[config.mk]
export PLATFORM = sky130hd
export DESIGN_NAME = alu_sequencer
export DESIGN_NICKNAME = d
export VERILOG_FILES = /design/src/rtl/alu_seq_pkg.sv /design/src/rtl/alu_seq_memif.sv /design/src/rtl/alu_sequencer.sv
export SDC_FILE = /design/constraint.sdc
export NUM_CORES = 1
export LEC_CHECK = 0
export CORE_AREA = 2 2 110 112
export CTS_CLUSTER_SIZE = 30
export DETAILED_ROUTE_END_ITERATION = 12
export DIE_AREA = 0 0 112 114
export DONT_BUFFER_PORTS = 1
export PLACE_DENSITY_LB_ADDON = 0.08
export SYNTH_ARGS = -nofsm -noshare
export SYNTH_HDL_FRONTEND = slang
export SYNTH_SLANG_ARGS = --single-unit
[constraint.sdc]
create_clock -name clk -period 2.1 [get_ports clk]
set_input_delay 0.42 -clock clk [delete_from_list [all_inputs] [get_ports clk]]
set_output_delay 0.42 -clock clk [all_outputs]
set_load 0.005 [all_outputs]
[src/rtl/alu_seq_pkg.sv]
// Shared definitions for the ALU sequencer: FSM state encoding, ALU opcode
// values, the halt word and instruction-word field positions.
package alu_seq_pkg;

  typedef enum logic [2:0] {IDLE, FETCH, DECODE, OPER, EXEC, HALT} state_t;

  localparam logic [2:0] OP_ADD = 3'd0;
  localparam logic [2:0] OP_SUB = 3'd1;
  localparam logic [2:0] OP_INC = 3'd2;
  localparam logic [2:0] OP_DEC = 3'd3;
  localparam logic [2:0] OP_AND = 3'd4;
  localparam logic [2:0] OP_OR  = 3'd5;
  localparam logic [2:0] OP_XOR = 3'd6;
  localparam logic [2:0] OP_NOT = 3'd7;

  localparam logic [15:0] HLT_WORD = 16'hFFFF;

  // ir[15] mode, ir[14:12] opcode, ir[11:0] address
  localparam int MODE_BIT = 15;
  localparam int OPC_HI   = 14;
  localparam int OPC_LO   = 12;

  function automatic logic is_mem_ref(input logic [15:0] ir);
    return ~ir[MODE_BIT];
  endfunction

endpackage

[src/rtl/alu_seq_memif.sv]
// Memory request holder for the ALU sequencer. mem_req/mem_addr are
// registered from the FSM's next-state view, so they are glitch-free and drop
// asynchronously with reset.
// Optional feature macro: ALU_SEQ_TIMEOUT_EN -- watchdog that flags a
// request left without ack for TIMEOUT_CYCLES cycles.
// Ports: clk, rst_n; req_d/addr_d (next request from FSM); mem_ack in;
//        mem_req/mem_addr out; ack_ok (ack while requesting); timeout; err.
module alu_seq_memif #(
  parameter int ADDR_W = 12
`ifdef ALU_SEQ_TIMEOUT_EN
  , parameter int TIMEOUT_CYCLES = 255
`endif
) (
  input  logic              clk,
  input  logic              rst_n,
  input  logic              req_d,
  input  logic [ADDR_W-1:0] addr_d,
  input  logic              mem_ack,
  output logic              mem_req,
  output logic [ADDR_W-1:0] mem_addr,
  output logic              ack_ok,
  output logic              timeout,
  output logic              err
);

  always_ff @(posedge clk or negedge rst_n) begin
    if (!rst_n) begin
      mem_req  <= 1'b0;
      mem_addr <= '0;
    end else begin
      mem_req <= req_d;
      if (req_d) mem_addr <= addr_d;
    end
  end

  // acks outside an outstanding request are ignored
  assign ack_ok = mem_req & mem_ack;

`ifdef ALU_SEQ_TIMEOUT_EN
  localparam int CW = $clog2(TIMEOUT_CYCLES + 1);
  logic [CW-1:0] cnt;
  logic          err_q;

  // fires in the TIMEOUT_CYCLES-th unacked request cycle
  assign timeout = mem_req && !mem_ack && (cnt == CW'(TIMEOUT_CYCLES - 1));
  assign err     = err_q;

  always_ff @(posedge clk or negedge rst_n) begin
    if (!rst_n) begin
      cnt   <= '0;
      err_q <= 1'b0;
    end else begin
      err_q <= err_q | timeout;
      if (mem_req && !mem_ack && !timeout) cnt <= cnt + CW'(1);
      else                                 cnt <= '0;
    end
  end
`else
  assign timeout = 1'b0;
  assign err     = 1'b0;
`endif

endmodule

[src/rtl/alu_sequencer.sv]
// Control-side initiator for the 16-bit bus ALU: fetches instructions,
// fetches memory operands, drives the ALU and captures AC/E/PC updates.
// Optional feature macro: ALU_SEQ_TIMEOUT_EN (memory-ack watchdog, err out).
// Ports: clk/rst_n; start pulse; mem_req/mem_addr/mem_rdata/mem_ack read
//        handshake; alu_a/alu_b/alu_opcode/alu_ei to ALU; alu_out/alu_eo/
//        alu_inc from ALU; pc/ac/e_flag architectural state; busy/halted/err.
module alu_sequencer
  import alu_seq_pkg::*;
#(
  parameter int ADDR_W         = 12,
  parameter int DATA_W         = 16,
  parameter int RESET_PC       = 0,
  parameter int TIMEOUT_CYCLES = 255
) (
  input  logic              clk,
  input  logic              rst_n,
  input  logic              start,
  output logic              mem_req,
  output logic [ADDR_W-1:0] mem_addr,
  input  logic [DATA_W-1:0] mem_rdata,
  input  logic              mem_ack,
  output logic [DATA_W-1:0] alu_a,
  output logic [DATA_W-1:0] alu_b,
  output logic [2:0]        alu_opcode,
  output logic              alu_ei,
  input  logic [DATA_W-1:0] alu_out,
  input  logic              alu_eo,
  input  logic              alu_inc,
  output logic [ADDR_W-1:0] pc,
  output logic [DATA_W-1:0] ac,
  output logic              e_flag,
  output logic              busy,
  output logic              halted,
  output logic              err
);

  state_t            state, state_d;
  logic [ADDR_W-1:0] pc_q, pc_d, addr_d;
  logic [DATA_W-1:0] ir_q, ir_d, ac_q, ac_d, opnd_q, opnd_d;
  logic              e_q, e_d, req_d, ack_ok, timeout;

  always_ff @(posedge clk or negedge rst_n) begin
    if (!rst_n) begin
      state  <= IDLE;
      pc_q   <= ADDR_W'(RESET_PC);
      ir_q   <= '0;
      ac_q   <= '0;
      opnd_q <= '0;
      e_q    <= 1'b0;
    end else begin
      state  <= state_d;
      pc_q   <= pc_d;
      ir_q   <= ir_d;
      ac_q   <= ac_d;
      opnd_q <= opnd_d;
      e_q    <= e_d;
    end
  end

  always_comb begin
    state_d = state;
    pc_d    = pc_q;
    ir_d    = ir_q;
    ac_d    = ac_q;
    opnd_d  = opnd_q;
    e_d     = e_q;
    case (state)
      IDLE, HALT: if (start) state_d = FETCH;
      FETCH: begin
        if (timeout) state_d = HALT;
        else if (ack_ok) begin
          ir_d    = mem_rdata;
          pc_d    = pc_q + ADDR_W'(1);
          state_d = DECODE;
        end
      end
      DECODE: begin
        if (ir_q == HLT_WORD)    state_d = HALT;
        else if (is_mem_ref(ir_q)) state_d = OPER;
        else begin
          opnd_d  = '0;
          state_d = EXEC;
        end
      end
      OPER: begin
        if (timeout) state_d = HALT;
        else if (ack_ok) begin
          opnd_d  = mem_rdata;
          state_d = EXEC;
        end
      end
      EXEC: begin
        ac_d = alu_out;
        e_d  = alu_eo;
        if (alu_inc) pc_d = pc_q + ADDR_W'(1);  // skip wraps like a normal increment
        state_d = FETCH;
      end
      default: state_d = IDLE;
    endcase
    // request is registered from the next state so it is up in the first
    // FETCH/OPER cycle and down the cycle after the ack
    req_d  = (state_d == FETCH) || (state_d == OPER);
    addr_d = (state_d == FETCH) ? pc_d : ir_d[ADDR_W-1:0];
  end

  alu_seq_memif #(
    .ADDR_W(ADDR_W)
`ifdef ALU_SEQ_TIMEOUT_EN
    , .TIMEOUT_CYCLES(TIMEOUT_CYCLES)
`endif
  ) u_memif (
    .clk     (clk),
    .rst_n   (rst_n),
    .req_d   (req_d),
    .addr_d  (addr_d),
    .mem_ack (mem_ack),
    .mem_req (mem_req),
    .mem_addr(mem_addr),
    .ack_ok  (ack_ok),
    .timeout (timeout),
    .err     (err)
  );

`ifndef ALU_SEQ_TIMEOUT_EN
  // watchdog limit has no effect without the watchdog
  localparam int unused_timeout = TIMEOUT_CYCLES;
`endif

  assign alu_a      = ac_q;
  assign alu_b      = opnd_q;
  assign alu_opcode = ir_q[OPC_HI:OPC_LO];
  assign alu_ei     = e_q;
  assign pc         = pc_q;
  assign ac         = ac_q;
  assign e_flag     = e_q;
  assign busy       = (state != IDLE) && (state != HALT);
  assign halted     = (state == HALT);

endmodule

Yosys cells after proc, flatten, opt, wreduce, memory -nomap -nowiden
Index checks and enable logic that the tools add are counted.

word-level totals
  input port bits = 38
  output and inout port bits = 81
  logic and storage cells = 47
  flip-flop bits (word level) = 77

operators by class
  muxes and demuxes = 16
  reductions and logical operators = 8
  bitwise operators = 1
  equality and inequality tests = 12
  add/sub/neg operators = 1

operators with widths
  cell                     number
  $mux W12                 5
  $mux W16                 3
  $pmux W16 S2             1
  $pmux W12 S2             1
  $eq A16 B16 Y1 const B   1
  $mux W3                  5
  $pmux W3 S5              1
  $add A12 B1 Y12 const B  1
  $eq A3 B2 Y1 const B     3
  $eq A3 B1 Y1 const B     2
  $eq A3 B3 Y1 const B     2
  $ne A2 B2 Y1 const B     3
  $reduce_and A4 Y1        1
  $logic_not A3 Y1         1
  $ne A3 B3 Y1 const B     1
  $reduce_bool A3 Y1       1
  $reduce_and A2 Y1        1
  $reduce_bool A2 Y1       1
  $reduce_or A2 Y1         1
  $and A1 B1 Y1            1
  $logic_and A1 B1 Y1      1
  $logic_or A1 B1 Y1       1

Logic depth before layout (Yosys ltp)
  word-level depth = 5
  mapped depth = 7
  gate-level depth less buffers = 6

Cells and area by module
A second synthesis with hierarchy kept.

unflattened totals
  cells, all modules = 262
  area total of the unflattened synthesis = 3562.2 µm²

by module, submodules not included
  module         area each (µm²)  times used  cells each  sequential area each (µm²)
  alu_sequencer  3027.9           1           232         1601.5
  alu_seq_memif  534.3            1           30          325.3

Least setup slack after synthesis
No wires, ideal clock.

  path type = reg2reg
  start = reg state[1]
  end = reg ac_q[10], in the netlist ac[10]
  buffers on the path = 3
  required time = 1.975 ns
  library setup time = 0.125 ns
  period minus slack after synthesis = 1.781 ns
  stages on the path, launching flop included = 6
  path slack = 0.319 ns
  data arrival time = 1.656 ns
  cell sequence = dfrtp_1 > buf_2 > buf_2 > nor3b_2 > buf_4 > mux2_2

between the ends
  cells in the longest elaborated chain, start to end = 1

ends and longest elaborated chain
  item                      line                 text
  start: declaration        alu_sequencer.sv:37  state_t state, state_d;
  start signal: assignment  alu_sequencer.sv:51  state <= state_d;
  $eq A3 B3 Y1              alu_sequencer.sv:67  case (state)
  end signal: assignment    alu_sequencer.sv:47  ac_q <= '0;
  end signal: assignment    alu_sequencer.sv:54  ac_q <= ac_d;
  end: declaration          alu_sequencer.sv:39  logic [DATA_W-1:0] ir_q, ir_d, ac_q, ac_d, opnd_q, opnd_d;

Every way passes these cells.
A chain may end at the register's enable or synchronous reset.

Final worst setup path
  start = reg pc_q[1], in the netlist pc[1]
  end = reg u_memif.mem_addr[6]

between the ends
  cells in the longest elaborated chain, start to end = 4
  elaborated cells on any way between the ends = 5
  classes of those cells = add/sub (1); mux (4)

ends and longest elaborated chain
  item                         line                                      text
  start: declaration           alu_sequencer.sv:38                       logic [ADDR_W-1:0] pc_q, pc_d, addr_d;
  start signal: assignment     alu_sequencer.sv:45                       pc_q <= ADDR_W'(RESET_PC);
  start signal: assignment     alu_sequencer.sv:52                       pc_q <= pc_d;
  $add A12 B1 Y12 *            alu_sequencer.sv:73, alu_sequencer.sv:95
  $mux W12 (on tied branches)  alu_sequencer.sv:95, alu_sequencer.sv:71
  $pmux W12 S2 *               alu_sequencer.sv:67
  named net pc_d[6]            alu_sequencer.sv:38
  $mux W12 *                   alu_sequencer.sv:103                      addr_d = (state_d == FETCH) ? pc_d : ir_d[ADDR_W-1:0];
  end signal: assignment       alu_seq_memif.sv:32                       if (req_d) mem_addr <= addr_d;
  end: declaration             alu_seq_memif.sv:20                       output logic [ADDR_W-1:0] mem_addr,

The timed path passes the listed nets; every way through them passes the cells marked *.

==> results.sh <==
export IMPL_ys_ff_latch=77
export IMPL_timing_final_ws_setup_ns=0.210
export IMPL_reg2reg_from="pc[1]"
export IMPL_initial_core_util=0.299
export IMPL_post_cts_buffers=0
export IMPL_port_buffers=0
export IMPL_antenna_found_initial=0
export IMPL_power_mw=6.28
export IMPL_drive_above_1_share=0.295
export IMPL_grt_pass1_vias=2221
export IMPL_h_tree_depth=3
export IMPL_status="finished with violations"
export IMPL_ant_nets=0
export IMPL_die_area_um2=12800
export IMPL_hold_viol=77
export IMPL_cts_sinks=77
export IMPL_rows=40
export IMPL_ios=119
export IMPL_crit_chain="ha_2 > nand4_1 > a2111oi_4 > xor2_2 > nor2_1 > o31ai_2"
export IMPL_yosysUniqueCellTypes=47
export IMPL_wl_per_cell_um=19.5
export IMPL_critPathLaunch="pc[1]"
export IMPL_power_density_nw_per_um2=1600
export IMPL_min_path_type="in2async"
export IMPL_num_antenna_cells=0
export IMPL_grt_setup_unrepaired="no"
export IMPL_setup_viol=0
export IMPL_first_pass_iters=4
export IMPL_p_leak_nw=1.73
export IMPL_via_count=2113
export IMPL_worstSetupEndpointType="flop"
export IMPL_drv_cap=0
export IMPL_max_freq_ghz=0.529
export IMPL_cts_buffers=9
export IMPL_grt_start_max_net_pins=78
export IMPL_required_ns=2.35
export IMPL_yosys_most_used_dff="dfrtp_1"
export IMPL_initialDrtViolationCount=49
export IMPL_final_cell_mix="dfrtp_1, mux2_2, nand2_1"
export IMPL_via_per_inst=5.01
export IMPL_setup_worst_path_class="reg2reg"
export IMPL_n_fill_cell=1194
export IMPL_worstPathMaxFanout=4
export IMPL_fp_dieH_um=114
export IMPL_synth_edf_count=0
export IMPL_core_area_um2=11700
export IMPL_fin_worst_hold_slack_ns=-0.220
export IMPL_crit_arrival_ns=2.14
export IMPL_slowest_delay_ns=0.43
export IMPL_clockRootBuffer="clkbuf_16"
export IMPL_max_vdd_ir_drop_v=0.000462
export IMPL_cts_tree="done"
export IMPL_dpl_worst_slack_ns=0.0843
export IMPL_synth_area_um2=3500
export IMPL_slew_viol_final=0
export IMPL_clock_path_buffers=2
export IMPL_design_area_um2=3920
export IMPL_area_delta_synth_final_pct=12.1
export IMPL_synth_avg_cell_area_um2=12.6
export IMPL_startpoint_type="flop"
export IMPL_totalWireLength_um=8210
export IMPL_grt_overflow_total=0
export IMPL_seq_area_frac_synth=0.551
export IMPL_track_usage=0.135
export IMPL_skew_ns=0.00718
export IMPL_die_width_um=112
export IMPL_cp_slowest_cell="dfrtp_1"
export IMPL_fin_setup_tns_ns=0
export IMPL_grt_pass1_wl_um=13000
export IMPL_drcViolationCount=0
export IMPL_synth_fp_nets=316
export IMPL_place_area_um2=3600
export IMPL_syn_inst=277
export IMPL_min_period_ns=1.89
export IMPL_gp_congestion=0.741
export IMPL_final_common_cell="dfrtp_1"
export IMPL_insertion_delay_ns=0.33
export IMPL_stdcell_count=422
export IMPL_yosysWarnings=0
export IMPL_clkTransAtPathRegs_ns=0.06
export IMPL_synthArstFlopShare=1.00
export IMPL_min_period_over_period=0.900
export IMPL_placedCellCount=406
export IMPL_hpwl_um=5930
export IMPL_layout_nets=309
export IMPL_violations="negative hold slack"
## metrics by stage
stage / util / hold slack, ns
2_1_floorplan: - / 0.124
3_3_place_gp: 0.308 / 0.126
3_5_place_dp: 0.308 / 0.126
4_1_cts: 0.334 / -0.240
5_1_grt: 0.335 / -0.243
6_report: 0.335 / -0.220
## cell families (layout without fill, tap and decap cells)
| logic type | after synthesis | in the layout | synth area share |
|---|---|---|---|
| mux | 43 | 43 | 0.136 |
| other cells | 1 | 1 | 0.00107 |
| buf+inv | 39 | 37 | 0.0719 |
| flops | 77 | 77 | 0.551 |
| simple gates | 59 | 59 | 0.0949 |
| compound gates | 47 | 47 | 0.117 |
| xor+xnor | 10 | 10 | 0.0251 |
| fa+ha+maj | 1 | 1 | 0.00358 |
## final timing paths
check | cells past startpoint | slack (ns) | to
max reg2reg | 6 | 0.21 | u_memif.mem_addr[6]
min | 0 | -0.22 | ac[1]
min in group clk | 1 | 0.22 | alu_b[7]
max in group asynchronous | 0 | 2.20 | ac[9]
min reg2reg | 2 | 0.51 | u_memif.mem_addr[11]
max | 6 | 0.21 | u_memif.mem_addr[6]
## registers in the layout, summed over array words and instances (netlist names)
| name | cells |
|---|---|
| alu_ei | 1 |
| alu_b | 16 |
| u_memif.mem_req | 1 |
| ac | 16 |
| ir_q | 16 |
| u_memif.mem_addr | 12 |
| pc | 12 |
| state | 3 |
## per-layer routing
metal,global-route usage,up-vias,share of wire
met5,0,-,0
met4,0.0504,0,0.015
met3,0.0574,9,0.091
met2,0.208,85,0.48
met1,0.171,1058,0.41
li1,-,961,-
## report_power, final
group / switching, mW / total [mW] / internal [mW]
logic: 0.991 / 2.00 / 1.01
registers: 0.583 / 2.70 / 2.11
clock network: 0.625 / 1.58 / 0.956
total: 2.20 / 6.28 / 4.08
## cell type report
type,instances,area (um^2),area share
flip-flops and latches,77,1930,0.492
well taps,147,184,0.0469
clock inverters,5,58.8,0.0150
inverters,5,18.8,0.00479
repair buffers,16,158,0.0402
clock buffers,11,243,0.0620
multi-input cells,161,1330,0.339
## synthesized netlist by cell type, types with 5 or more instances
cell     count  share of area
dfrtp_1     77           0.55
mux2_2      35           0.11
buf_4       23          0.049
nand2_1     19          0.020
a22o_1      16          0.040
o21ai_0      9          0.013
mux2i_1      8          0.023
nor2_1       8         0.0086
xor2_1       7          0.018
buf_2        6         0.0086
nand3_1      6         0.0086
inv_1        5         0.0054
nand4_1      5         0.0089
## worst max-delay path: cells and delay by family (launching register included)
kind	cells	cell delay [ns]
AND/OR/NAND/NOR	2	0.28
AO/OA/AOI/OAI	2	0.64
flip-flops	1	0.43
adder cells (fa/ha/maj)	1	0.25
XOR/XNOR	1	0.21
## timing repair
item,CTS,global route
endpoints found under the hold margin,77,77
endpoints found under the setup margin,0,1
resized for setup,0,3
No activity file was read; power rests on OpenSTA's default activity.
